`src/rtl/matrix_mult_seq.sv`:
```
// matrix_mult_seq: sequential DIMxDIM matrix multiplier, one result element per cycle over valid/ready buses.
// Define MATMUL_SEQ_ACCUM_EN to add each product onto the previous result (running sum, cleared only by reset).
module matrix_mult_seq #(
  parameter int DIM   = 4,
  parameter int DW    = 16,
  parameter int BUS_W = DIM*DIM*DW
) (
  input  logic             clk,
  input  logic             rst_n,
  input  logic             in_valid,
  output logic             in_ready,
  input  logic [BUS_W-1:0] in_data,
  output logic             out_valid,
  input  logic             out_ready,
  output logic [BUS_W-1:0] out_data,
  output logic             busy
);
  localparam int RW = (DIM > 1) ? $clog2(DIM) : 1;
  localparam logic [RW-1:0] LAST = RW'(DIM-1);
  typedef enum logic [1:0] {WAIT_A, WAIT_B, COMPUTE, DONE} state_t;
  state_t state_q, state_d;
  logic [BUS_W-1:0] a_q, b_q;
  logic [DW-1:0] a_m [DIM][DIM];
  logic [DW-1:0] b_m [DIM][DIM];
  logic [DW-1:0] res_q [DIM][DIM];
  logic [RW-1:0] row_q, col_q;
  logic [DW-1:0] dot, elem;
  logic in_fire, last;
  for (genvar i = 0; i < DIM; i++) begin : g_row
    for (genvar j = 0; j < DIM; j++) begin : g_col
      assign a_m[i][j] = a_q[(i*DIM+j)*DW +: DW];
      assign b_m[i][j] = b_q[(i*DIM+j)*DW +: DW];
      assign out_data[(i*DIM+j)*DW +: DW] = res_q[i][j];
    end
  end
  assign in_fire = in_valid && in_ready;
  assign last = (row_q == LAST) && (col_q == LAST);
  always_ff @(posedge clk or negedge rst_n)
    if (!rst_n) state_q <= WAIT_A;
    else state_q <= state_d;
  always_comb begin
    state_d = state_q;
    case (state_q)
      WAIT_A:  state_d = in_fire ? WAIT_B : WAIT_A;
      WAIT_B:  state_d = in_fire ? COMPUTE : WAIT_B;
      COMPUTE: state_d = last ? DONE : COMPUTE;
      DONE:    state_d = out_ready ? WAIT_A : DONE;
      default: state_d = WAIT_A;
    endcase
  end
  always_comb begin
    in_ready  = (state_q == WAIT_A) || (state_q == WAIT_B);
    out_valid = state_q == DONE;
    busy      = state_q != WAIT_A;
  end
  // Products and the sum wrap at DW bits, so truncating each term is exact.
  always_comb begin
    dot = '0;
    for (int m = 0; m < DIM; m++) dot = dot + a_m[row_q][m] * b_m[m][col_q];
  end
`ifdef MATMUL_SEQ_ACCUM_EN
  assign elem = res_q[row_q][col_q] + dot;
`else
  assign elem = dot;
`endif
  always_ff @(posedge clk or negedge rst_n)
    if (!rst_n) begin
      a_q   <= '0;
      b_q   <= '0;
      row_q <= '0;
      col_q <= '0;
      for (int i = 0; i < DIM; i++)
        for (int j = 0; j < DIM; j++) res_q[i][j] <= '0;
    end else begin
      if (state_q == WAIT_A && in_fire) a_q <= in_data;
      if (state_q == WAIT_B && in_fire) begin
        b_q   <= in_data;
        row_q <= '0;
        col_q <= '0;
      end
      if (state_q == COMPUTE) begin
        res_q[row_q][col_q] <= elem;
        col_q <= (col_q == LAST) ? '0 : col_q + 1'b1;
        row_q <= last ? '0 : (col_q == LAST) ? row_q + 1'b1 : row_q;
      end
    end
endmodule

```
`config.mk`:
```
export PLATFORM = sky130hd
export DESIGN_NAME = matrix_mult_seq
export DESIGN_NICKNAME = d
export VERILOG_FILES = /design/src/rtl/matrix_mult_seq.sv
export SDC_FILE = /design/constraint.sdc
export NUM_CORES = 2
export LEC_CHECK = 0
export ABC_AREA = 1
export CELL_PAD_IN_SITES_DETAIL_PLACEMENT = 0
export CELL_PAD_IN_SITES_GLOBAL_PLACEMENT = 2
export CORE_UTILIZATION = 35
export DETAILED_ROUTE_END_ITERATION = 16
export MAX_ROUTING_LAYER = met4
export PLACE_DENSITY_LB_ADDON = 0.1
export SLEW_MARGIN = 15
export SYNTH_ARGS = -nofsm -noshare
export SYNTH_HDL_FRONTEND = slang
export SYNTH_SLANG_ARGS = --single-unit
```
`constraint.sdc`:
```
create_clock -name clk -period 10.8 [get_ports clk]
set_input_delay 2.16 -clock clk [delete_from_list [all_inputs] [get_ports clk]]
set_output_delay 2.16 -clock clk [all_outputs]
set_load 0.1 [all_outputs]
```
==> impl_metrics.toml <==
[floorplanning]
die_h_um = 382
initial_utilization = 0.354
placementRows = 138
ioPinCount = 519
die_w_um = 382
die_area_mm2 = 0.146
core_mm2 = 0.142

[global_routing]
grt_use_total = 0.287
grt_pass1_vias = 41600
antenna_found_initial = 6
grt_pass1_wl_um = 294000
grt_max_degree = 199
grt_overflow = 0

[synth]
syn_inst = 6257
synth_most_common_cell = "nand2_1"
yosysTopAreaCell = "dfrtp_1"
synth-edff-count = 0
syn-cell-area_mm2 = 0.0504
yosys_warnings = 0
synth_seq_cells = 774
synth_common_cells = "1,913 x nand2_1, 1,125 x inv_1, 781 x o21ai_0, 774 x dfrtp_1, 390 x fa_1"
netlist_top_cells_area = "dfrtp_1 38%, fa_1 15%, nand2_1 14%, inv_1 8.4%, o21ai_0 7.8%"
syn_nets = 7094
synth_seq_area_share = 0.384
async_reset_ff_frac = 1.00
synth_top_area_frac = 0.384
synth_ff_type = "dfrtp_1"
syn-mean-instance-area_um2 = 8.06
synth.distinct_cells = 44

[critical_path]
worstSetupPathType = "flop to flop"
reg2reg_slack_ps = 740
cp-start-kind = "flop"
crit_fanout = 66
max_stage_delay_ps = 600
crit_arrival_ps = 10720
cp.required_ps = 11460
crit_top_cell = "fa_1"
critPathCaptureType = "flop"
slowest_stage = "fa_1"

[placed_design]
portBuffers = 518
post-place-ws_ps = 728
gp_congestion = 0.946
hpwl_um = 162000

[routing]
wirelength_um = 203000
wl_met3_um = 9480
top_layer = "met4"
drt-pass1-iter-count = 6
met2_wirelength_um = 96700
drtAntennaViolNets = 0
wire_per_inst_um = 23.4
vias = 41700
dr.first_iter.drc_count = 3334
drcViolationCount = 0
met1_length_um = 88300
viasPerCell = 4.82

[timing]
fin_crit_ps = 10060
drv_slew = 0
fin_skew_ps = 57.1
slew-limit-headroom = 0.247
final_hold_viol_count = 0
fin_crit_sh = 0.931
worstMarginPinSlew_ps = 1130
tns_ps = 0
setup_slack_ps = 742
rsz0062_at_grt = "no"
fin_hold_ws_ps = 467
setup_viol = 0
fmax_ghz = 0.0994

[cts]
cts_buffer_depth = 3
clkSinkCount = 774
cts_hold_buf = 0
htree_levels = 3
cts_tree = "done"
ctsResizeCount = 0
numCtsBuffers = 90
root_buffer = "clkbuf_16"
cts_setup_buffers = 0
clkLatencyLatePin_ps = 740
clk_pin_slew_ps = 70

[run_status]
outcome = "finished clean"

[hold_path]
worst_hold_path_type = "flop to flop"

[finish]
final_layout_size_suffix_gt1_frac = 0.0483
nNetsFinal = 7515
final_core_util = 0.426
area_delta_synth_final_pct = 20.1

[run]
cap_violations = 0
## final timing paths
kind	from	endpoint	depth (start not counted)
worst max-delay path	row_q[0]	out_data[79]	34
worst min-delay path	out_data[35]	out_data[35]	2
worst max register to register	row_q[0]	out_data[79]	34
worst min register to register	out_data[35]	out_data[35]	2
max in group asynchronous	rst_n	b_q[158]	3
min in group asynchronous	rst_n	out_data[130]	1
## area by class of cell
type | instances | area, um2
Clock buffer | 135 | 2690
Timing Repair Buffer | 598 | 5940
Clock inverter | 31 | 432
Inverter | 1150 | 4330
Antenna cell | 5 | 12.5
Multi-Input combinational cell | 4064 | 25400
Fill cell | 14800 | 81700
Tap cell | 1890 | 2360
Sequential cell | 774 | 19400
## flip-flops by register name (all words and copies together), names as in the netlist
signal / flops
state_q: 2
out_data: 256
b_q: 256
row_q: 2
a_q: 256
col_q: 2
## cells by family after synthesis
kind of cell | synth area share
AND/OR/NAND/NOR | 0.205
buffers and inverters | 0.113
AO/OA/AOI/OAI | 0.0904
flip-flops | 0.384
adder cells (fa/ha/maj) | 0.201
XOR/XNOR | 0.00539
multiplexers | 0.000447
## through the flow
| step | std cells | instance area (um2) |
|---|---|---|
| finish | 8647 | 60600 |
| global route | 8644 | 60600 |
| CTS | 8642 | 60600 |
| detailed placement | 8476 | 57400 |
| global placement | 8476 | 57400 |
| floorplan | 6257 | 50400 |
## layout by cell type (no fill, tap or decap), types with 18 or more instances in the layout
cell type,instances
nand2_1,1912
inv_1,1125
o21ai_0,781
dfrtp_1,770
clkdlybuf4s50_1,517
fa_1,390
nor2_1,349
nand3_1,242
ha_1,187
clkbuf_16,90
buf_4,68
a21oi_1,30
clkbuf_8,27
nand2_2,22
or2_2,21
o211ai_1,21
clkinv_1,18
clkbuf_1,18
## worst max-delay path, delay by kind of cell (launching register included)
kind / cells / cell delay [ps]
adder cells (fa/ha/maj): 11 / 5170
AND/OR/NAND/NOR: 8 / 1600
buffers and inverters: 9 / 1400
AO/OA/AOI/OAI: 5 / 880
flip-flops: 1 / 540
XOR/XNOR: 1 / 360
## routing by layer
layer | global-route usage | up-vias
li1 | - | 19800
met1 | 0.375 | 20500
met2 | 0.462 | 1190
met3 | 0.0337 | 225
met4 | 0.101 | 0
met5 | - | -
Power is not shown: default switching activity piles up to over one toggle a cycle in this logic, so the estimate is an artifact.
